## config.mk

```make
export PLATFORM = sky130hd
export DESIGN_NAME = frame_parser
export DESIGN_NICKNAME = d
export VERILOG_FILES = /design/src/rtl/frame_parser_pkg.sv /design/src/rtl/frame_timer.sv /design/src/rtl/frame_parser.sv
export SDC_FILE = /design/constraint.sdc
export NUM_CORES = 1
export LEC_CHECK = 0
export ABC_CLOCK_PERIOD_IN_PS = 6700
export BUFFER_PORTS_ARGS = -buffer_cell sky130_fd_sc_hd__buf_2
export CAP_MARGIN = 40
export CELL_PAD_IN_SITES_DETAIL_PLACEMENT = 1
export CELL_PAD_IN_SITES_GLOBAL_PLACEMENT = 2
export CORE_MARGIN = 3
export CORE_UTILIZATION = 40
export CTS_CLUSTER_SIZE = 16
export DETAILED_ROUTE_END_ITERATION = 7
export GPL_ROUTABILITY_DRIVEN = 0
export GPL_TIMING_DRIVEN = 0
export PLACE_DENSITY = 0.88
export SLEW_MARGIN = 20
export SYNTH_ARGS = -nofsm -noshare
export SYNTH_HDL_FRONTEND = slang
export SYNTH_HIERARCHICAL = 1
export SYNTH_SLANG_ARGS = --single-unit
```

## constraint.sdc

```tcl
create_clock -name clk_100M -period 6.7 [get_ports clk_100M]
set_clock_uncertainty 0.1 [all_clocks]
set_input_delay 1.005 -clock clk_100M [delete_from_list [all_inputs] [get_ports clk_100M]]
set_output_delay 1.005 -clock clk_100M [all_outputs]
set_load 0.05 [all_outputs]
```

## src/rtl/frame_parser_pkg.sv

```systemverilog
// rtl/frame_parser_pkg.sv - frame parser state encoding and default parameters (FRAME_PARSER_CHK_EN adds CHK)
package frame_parser_pkg;

  localparam logic [7:0] DEF_SYNC_BYTE = 8'hA5;
  localparam int         DEF_MAX_LEN   = 16;
  localparam int         DEF_TIMEOUT   = 64;

`ifdef FRAME_PARSER_CHK_EN
  typedef enum logic [1:0] {
    ST_IDLE    = 2'd0,
    ST_LEN     = 2'd1,
    ST_PAYLOAD = 2'd2,
    ST_CHK     = 2'd3
  } state_t;
`else
  typedef enum logic [1:0] {
    ST_IDLE    = 2'd0,
    ST_LEN     = 2'd1,
    ST_PAYLOAD = 2'd2
  } state_t;
`endif

  function automatic logic len_legal(input logic [7:0] len, input logic [7:0] max_len);
    return (len != 8'd0) && (len <= max_len);
  endfunction

endpackage

```

## src/rtl/frame_timer.sv

```systemverilog
// rtl/frame_timer.sv - in-frame idle counter; expired pulses on the TIMEOUT-th consecutive enabled cycle
module frame_timer
  import frame_parser_pkg::*;
#(
  parameter int TIMEOUT = DEF_TIMEOUT
) (
  input  logic clk_100M,
  input  logic rst,
  input  logic clear,
  input  logic enable,
  output logic expired
);

  localparam logic [9:0] LAST = 10'(TIMEOUT - 1);

  logic [9:0] cnt;

  assign expired = enable && !clear && (cnt == LAST);

  always_ff @(posedge clk_100M or posedge rst) begin
    if (rst) begin
      cnt <= 10'd0;
    end else if (clear || expired) begin
      cnt <= 10'd0;
    end else if (enable) begin
      cnt <= cnt + 10'd1;
    end
  end

endmodule

```

## src/rtl/frame_parser.sv

```systemverilog
// rtl/frame_parser.sv - SYNC/LEN/payload[/checksum] frame parser; checksum stage built only with FRAME_PARSER_CHK_EN
module frame_parser
  import frame_parser_pkg::*;
#(
  parameter logic [7:0] SYNC_BYTE = DEF_SYNC_BYTE,
  parameter int         MAX_LEN   = DEF_MAX_LEN,
  parameter int         TIMEOUT   = DEF_TIMEOUT
) (
  input  logic       clk_100M,
  input  logic       rst,
  input  logic [7:0] data_in,
  input  logic       data_valid,
  output logic [7:0] payload_out,
  output logic       payload_valid,
  output logic       frame_done,
  output logic       chk_err,
  output logic       len_err,
  output logic       timeout,
  output logic       busy
);

  localparam logic [7:0] MAX_LEN_B = 8'(MAX_LEN);

  state_t     state_q, state_d;
  logic [7:0] len_q, len_d;
  logic [7:0] cnt_q, cnt_d;
  logic [7:0] payload_d;
  logic       payload_valid_d, frame_done_d, len_err_d, timeout_d;
  logic       expired;

`ifdef FRAME_PARSER_CHK_EN
  logic [7:0] sum_q, sum_d;
  logic       chk_err_d;
`endif

  assign busy = (state_q != ST_IDLE);

  // Any accepted byte restarts the idle count, so a byte arriving on the expiry cycle wins.
  frame_timer #(.TIMEOUT(TIMEOUT)) u_timer (
    .clk_100M (clk_100M),
    .rst      (rst),
    .clear    (data_valid || (state_q == ST_IDLE)),
    .enable   ((state_q != ST_IDLE) && !data_valid),
    .expired  (expired)
  );

  always_comb begin
    state_d         = state_q;
    len_d           = len_q;
    cnt_d           = cnt_q;
    payload_d       = payload_out;
    payload_valid_d = 1'b0;
    frame_done_d    = 1'b0;
    len_err_d       = 1'b0;
    timeout_d       = 1'b0;
`ifdef FRAME_PARSER_CHK_EN
    sum_d           = sum_q;
    chk_err_d       = 1'b0;
`endif
    case (state_q)
      ST_IDLE: begin
        if (data_valid && (data_in == SYNC_BYTE)) state_d = ST_LEN;
      end
      ST_LEN: begin
        if (data_valid) begin
          if (len_legal(data_in, MAX_LEN_B)) begin
            len_d   = data_in;
            cnt_d   = 8'd0;
`ifdef FRAME_PARSER_CHK_EN
            sum_d   = 8'd0;
`endif
            state_d = ST_PAYLOAD;
          end else begin
            len_err_d = 1'b1;
            state_d   = ST_IDLE;
          end
        end else if (expired) begin
          timeout_d = 1'b1;
          state_d   = ST_IDLE;
        end
      end
      ST_PAYLOAD: begin
        if (data_valid) begin
          payload_d       = data_in;
          payload_valid_d = 1'b1;
          cnt_d           = cnt_q + 8'd1;
`ifdef FRAME_PARSER_CHK_EN
          sum_d           = sum_q + data_in;
          if (cnt_q == len_q - 8'd1) state_d = ST_CHK;
`else
          if (cnt_q == len_q - 8'd1) begin
            frame_done_d = 1'b1;
            state_d      = ST_IDLE;
          end
`endif
        end else if (expired) begin
          timeout_d = 1'b1;
          state_d   = ST_IDLE;
        end
      end
`ifdef FRAME_PARSER_CHK_EN
      ST_CHK: begin
        if (data_valid) begin
          frame_done_d = 1'b1;
          chk_err_d    = (data_in != sum_q);
          state_d      = ST_IDLE;
        end else if (expired) begin
          timeout_d = 1'b1;
          state_d   = ST_IDLE;
        end
      end
`endif
      default: state_d = ST_IDLE;
    endcase
  end

  always_ff @(posedge clk_100M or posedge rst) begin
    if (rst) begin
      state_q       <= ST_IDLE;
      len_q         <= 8'd0;
      cnt_q         <= 8'd0;
      payload_out   <= 8'h00;
      payload_valid <= 1'b0;
      frame_done    <= 1'b0;
      len_err       <= 1'b0;
      timeout       <= 1'b0;
    end else begin
      state_q       <= state_d;
      len_q         <= len_d;
      cnt_q         <= cnt_d;
      payload_out   <= payload_d;
      payload_valid <= payload_valid_d;
      frame_done    <= frame_done_d;
      len_err       <= len_err_d;
      timeout       <= timeout_d;
    end
  end

`ifdef FRAME_PARSER_CHK_EN
  always_ff @(posedge clk_100M or posedge rst) begin
    if (rst) begin
      sum_q   <= 8'd0;
      chk_err <= 1'b0;
    end else begin
      sum_q   <= sum_d;
      chk_err <= chk_err_d;
    end
  end
`else
  assign chk_err = 1'b0;
`endif

endmodule

```

After elaboration in Yosys (flattened, before gate mapping)
Index checks and enable logic that the tools add are counted.
Widths: inputs -> output; s select.
{ "totals": {"register_bits": 40, "input_bits": 11} }
{ "op_classes": {"add_sub_neg": 3, "n_lt_le_gt_ge": 1, "eq_ne": 10, "muxes": 24, "reduce_logical": 19} }
{ "op_table": {"columns": ["cell", "count"], "rows": [
  ["$mux 8", 3],
  ["$mux 10", 2],
  ["$pmux 8 s2", 1],
  ["$mux 2", 6],
  ["$mux 1", 11],
  ["$add 10x1->10 const B", 1],
  ["$eq 10x6->1 const B", 1],
  ["$add 8x1->8 const B", 1],
  ["$eq 8x8->1", 1],
  ["$eq 8x8->1 const B", 1],
  ["$le 8x5->1 const B", 1],
  ["$reduce_bool 8->1", 1],
  ["$sub 8x1->8 const B", 1],
  ["$ne 2x2->1 const B", 3],
  ["$pmux 2 s3", 1],
  ["$reduce_bool 2->1", 3],
  ["$logic_and 1x1->1", 5],
  ["$reduce_and 2->1", 2],
  ["$reduce_and 4->1", 1],
  ["$ne 3x3->1 const B", 1],
  ["$reduce_and 3->1", 1],
  ["$eq 2x1->1 const B", 1],
  ["$eq 2x2->1 const B", 1],
  ["$logic_not 1->1", 2],
  ["4 further kinds", 5]
]} }

Depth between registers and ports, before layout
{ "logic_depth": {"depth_word": 8, "depth_mapped": 10} }

Cells and area by module
The synthesis kept the hierarchy.
{ "by_module_without_submodules": {"columns": ["mod", "instances", "cells_per_inst", "area_per_inst_um2", "seq_area_each_um2"], "rows": [
  ["frame_parser", 1, 160, 1664.1, 750.7],
  ["frame_timer", 1, 50, 526.8, 250.2]
]} }

Least setup slack after synthesis
No wires, ideal clock.
{ "synth_path": {"path_kind": "input to register", "start": "input data_valid", "end": "register state_q[0]", "setup_time_ps": 129, "t_arrival_ps": 2613, "required_ps": 6471, "slack_ps": 3858, "cell_stages": 9, "n_path_buf": 2, "cell_sequence": "buf_1 -> or2_2 -> inv_1 -> buf_2 -> nand2_1 -> nor4_1 -> nor4b_1 -> a211oi_1 -> o2bb2ai_1"} }
{ "synth_between": {"elab_chain_len": 7, "word_cells_on_any_way": 14, "classes_between": "eq/ne: 2; mux: 4; reduce/logical: 8"} }
{ "synth_lines": {"columns": ["element", "line_no", "rtl"], "rows": [
  ["start, declared", "frame_parser.sv:12", "input logic data_valid,"],
  ["$logic_not 1->1 or $logic_or 1x1->1 (tied branches)", "frame_parser.sv:43, frame_parser.sv:42", null],
  ["$logic_and 1x1->1 or $logic_not 1->1 (tied branches)", "frame_parser.sv:43, frame_timer.sv:18", null],
  ["$logic_and 1x1->1 * (2 in a row)", "frame_timer.sv:18", "assign expired = enable && !clear && (cnt == LAST);"],
  ["via expired", "frame_parser.sv:29", "logic expired;"],
  ["$mux 2 *", null, null],
  ["$mux 2 (on tied branches)", "frame_parser.sv:83, frame_parser.sv:65", null],
  ["$pmux 2 s3 *", "frame_parser.sv:60", "case (state_q)"],
  ["end signal, assigned", "frame_parser.sv:128", "state_q <= state_d;"],
  ["end, declared", "frame_parser.sv:24", "state_t state_q, state_d;"]
]} }
Mark *: on every way through the listed nets, which the timed path passes. The rest lies on a longest branch.
A chain may end at the register's enable or synchronous reset.

Worst setup path in the final report
Ends and elaborated chain as after synthesis.

==> flow_summary_export.csv <==
group,metric,value,unit
outcome,status,"finished, final reports clean",
floorplan,core_area,0.00520,mm^2
yosys,yosysTopAreaCell,"dfrtp_1",
timing,fin_crit,3.00,ns
worst_setup_path,r2r_start,"state_q[0]$_DFFE_PP0P_",
timing,max_freq,333,MHz
hold_path,hold_depth,1,
route,drc,0,
clocking,cts.sinks,40,
timing,fin_ws,3.70,ns
worst_setup_path,worst_ep_arrival_time,3.08,ns
floorplan,die_w,80.0,um
global_routing,grt_first_pass_wirelength,8710,um
global_routing,grt_max_degree,31,
worst_setup_path,critical_path.startpoint_type,"primary input",
clocking,cts_tree,"yes",
worst_setup_path,crit_fanout,10,
timing,slew_violations,0,
floorplan,die_h,80.0,um
yosys,avgSynthCellArea,10.4,um^2
yosys,ys_seq_area_frac,0.457,
cells_and_area,multiInputGateArea,0.00112,mm^2
cells_and_area,nNetsFinal,258,
global_routing,track_usage,0.177,
clocking,cts_resized,0,
power,powerDensity,343,mW/mm^2
clocking,post_cts.repair.setup_buffers,0,
clocking,clock_latency,0.30,ns
timing,tns,0,ns
clocking,cts_root_buffer,"clkbuf_8",
worst_setup_path,endpoint_kind,"flip-flop",
yosys,synthFlopType,"dfrtp_1",
worst_setup_path,reg2reg_to,"state_q[0]$_DFFE_PP0P_",
yosys,synthCells,210,
timing,worst_pin_slew,0.657,ns
cells_and_area,filler_cell_count,598,
global_routing,grt_pass1_vias,1763,
worst_setup_path,cp.required,6.78,ns
timing,rsz0062_at_grt,"no",
cells_and_area,synthToLayoutAreaGrowth,14.2,%
route,via_count,1669,
yosys,synth_nets,228,
clocking,clk_pin_slew_worst_paths,0.08,ns
route,first_pass_iters,5,
worst_setup_path,path_class,"in2reg",
timing,relSlewSlack,0.562,
worst_setup_path,reg2reg_depth,10,
hold_path,hp-class,"reg2reg",
cells_and_area,drive_gt1_frac,0.237,
cells_and_area,regArea,0.00100,mm^2
timing,period_share,0.448,
yosys,synth_top_cell_area_share,0.457,
route,drt_wl_total,4980,um
place,numPortBuffers,23,
clocking,ctsLongestPathBuffers,2,
place,hpwlAfterDp,3730,um
route,wl_per_cell,16.0,um
place,post-place-ws,3.36,ns
timing,report.final.setup_viol,0,
floorplan,fp-row-count,26,
yosys,netlist_area,0.00219,mm^2
power,p_total,0.859,mW
yosys,ys.warnings.count,6,
cells_and_area,design_area,0.00250,mm^2
floorplan,ioPinCount,25,
clocking,htreeDepth,2,
yosys,yosysUniqueCellTypes,52,
yosys,synth.top_cells.by_area,"dfrtp_1 (46%), mux2_2 (6.7%), ha_1 (4.0%), nor2_1 (3.6%), xnor2_1 (3.6%)",
yosys,synth-edff-count,0,
place,placed_area,0.00239,mm^2
route,dr.first_iter.drc_count,47,
clocking,cts_hold_buf,0,
global_routing,antenna_found_initial,0,
worst_setup_path,worstSetupStartpoint,"data_valid",
clocking,numCtsBuffers,5,
yosys,ys_seq_elements,40,
route,final_antenna_net_count,0,
run,drv_cap,0,
power,p_leak,1.18,nW
floorplan,initial_core_util,0.421,
cells_and_area,n_antenna_cell,0,
worst_setup_path,r2r_slack,4.11,ns
timing,hold_viol_final,0,
global_routing,grt_overflow,0,
route,viasPerCell,5.37,
yosys,ys_async_sr_fraction,1.00,
power,vdd_drop_max,0.245,mV
worst_setup_path,critPathCapture,"state_q[0]$_DFFE_PP0P_",
floorplan,die_area,0.00640,mm^2
-- flip-flops by register name, indices dropped and copies added, names as in the netlist, 2 cells and up --
name / cells
payload_out: 8
u_timer/cnt: 10
cnt_q: 8
len_q: 8
state_q: 2
-- how the worst min path moves through the flow --
stage / startpoint / endpoint / slack, ns
2_1_floorplan: len_q[7]$_DFFE_PP0P_ / len_q[7]$_DFFE_PP0P_ / 0.37
4_1_cts: payload_out[6]$_DFFE_PP0P_ / payload_out[6]$_DFFE_PP0P_ / 0.41
3_3_place_gp: payload_out[2]$_DFFE_PP0P_ / payload_out[2]$_DFFE_PP0P_ / 0.38
5_1_grt: payload_out[5]$_DFFE_PP0P_ / payload_out[5]$_DFFE_PP0P_ / 0.44
6_report: payload_out[6]$_DFFE_PP0P_ / payload_out[6]$_DFFE_PP0P_ / 0.41
3_5_place_dp: payload_out[6]$_DFFE_PP0P_ / payload_out[6]$_DFFE_PP0P_ / 0.39
-- metal layers --
| layer | global-route usage | wire (um) | vias to the layer above |
|---|---|---|---|
| met4 | 0.0760 | 101 | 0 |
| met2 | 0.296 | 2530 | 14 |
| met3 | 0.0282 | 86 | 8 |
| li1 | - | - | 805 |
| met5 | 0 | 0 | - |
| met1 | 0.223 | 2260 | 842 |
-- worst max-delay path, stage by stage --
cell	delay (ns)
buf_2	0.13
buf_1	0.22
or2_2	0.42
inv_1	0.08
buf_2	0.16
nand2_1	0.20
nor4_1	0.37
nor4b_1	0.10
a211oi_1	0.27
o2bb2ai_1	0.12
-- synthesized netlist by cell type (3+ instances only) --
cell	n
mux2i_1	4
nand2_1	17
and2_1	4
nor4b_1	4
dfrtp_1	40
nor3_1	5
xor2_1	8
mux2_2	13
or4_1	3
a21oi_1	7
o21ai_0	6
inv_1	13
ha_1	7
nor2_1	21
nand3_1	3
nand4_1	3
xnor2_1	9
-- through the flow --
| stage | cells | hold slack [ns] | utilization |
|---|---|---|---|
| floorplan | 210 | 0.375 | - |
| global placement | 303 | 0.383 | 0.460 |
| detailed placement | 303 | 0.392 | 0.460 |
| CTS | 311 | 0.411 | 0.481 |
| global route | 311 | 0.435 | 0.481 |
| finish | 311 | 0.406 | 0.481 |
-- cells by family after synthesis --
| family | count (synthesis) | share of synthesized area |
|---|---|---|
| and+or+nand+nor | 80 | 0.208 |
| DFF | 40 | 0.457 |
| AOI/OAI and AO/OA | 31 | 0.109 |
| xor gates and xnor gates | 17 | 0.0680 |
| muxes | 17 | 0.0851 |
| buffers and inverters | 17 | 0.0314 |
| adders and majority gates | 7 | 0.0400 |
| other | 1 | 0.00171 |
-- power breakdown --
| part | internal [mW] | leakage, nW | switching (mW) | total [mW] |
|---|---|---|---|---|
| Clock | 0.111 | 0.0552 | 0.0863 | 0.197 |
| Combinational | 0.120 | 0.580 | 0.220 | 0.339 |
| Sequential | 0.283 | 0.548 | 0.0399 | 0.323 |
-- cells in the final DEF (no fill, tap or decap), types with 2 or more instances in the layout --
cell       instances
xnor2_1            9
nor4_1             2
mux2_2            13
clkbuf_8           5
and3b_1            2
or4_1              3
or3_1              2
nand4_1            3
or2_2              2
and3_1             2
nor3_1             5
inv_1             12
o21ai_0            6
mux2i_1            4
clkbuf_1           2
o31ai_1            2
nand3_1            3
nor2b_1            2
nor4b_1            4
ha_1               7
nor2_1            21
buf_2             24
xor2_1             8
and2_1             4
dfrtp_1           40
o2bb2ai_1          2
a21oi_1            7
nand2_1           17
-- final cells by class --
cell class,instances,area share
clock buffers,6,0.0290
multi-input cells,153,0.448
plain buffers,4,0.00800
inverters,13,0.0195
well taps,70,0.0350
repair buffers,23,0.0460
clock inverters,2,0.0140
flip-flops and latches,40,0.400
Note: power is estimated with default switching activity, not from simulation.
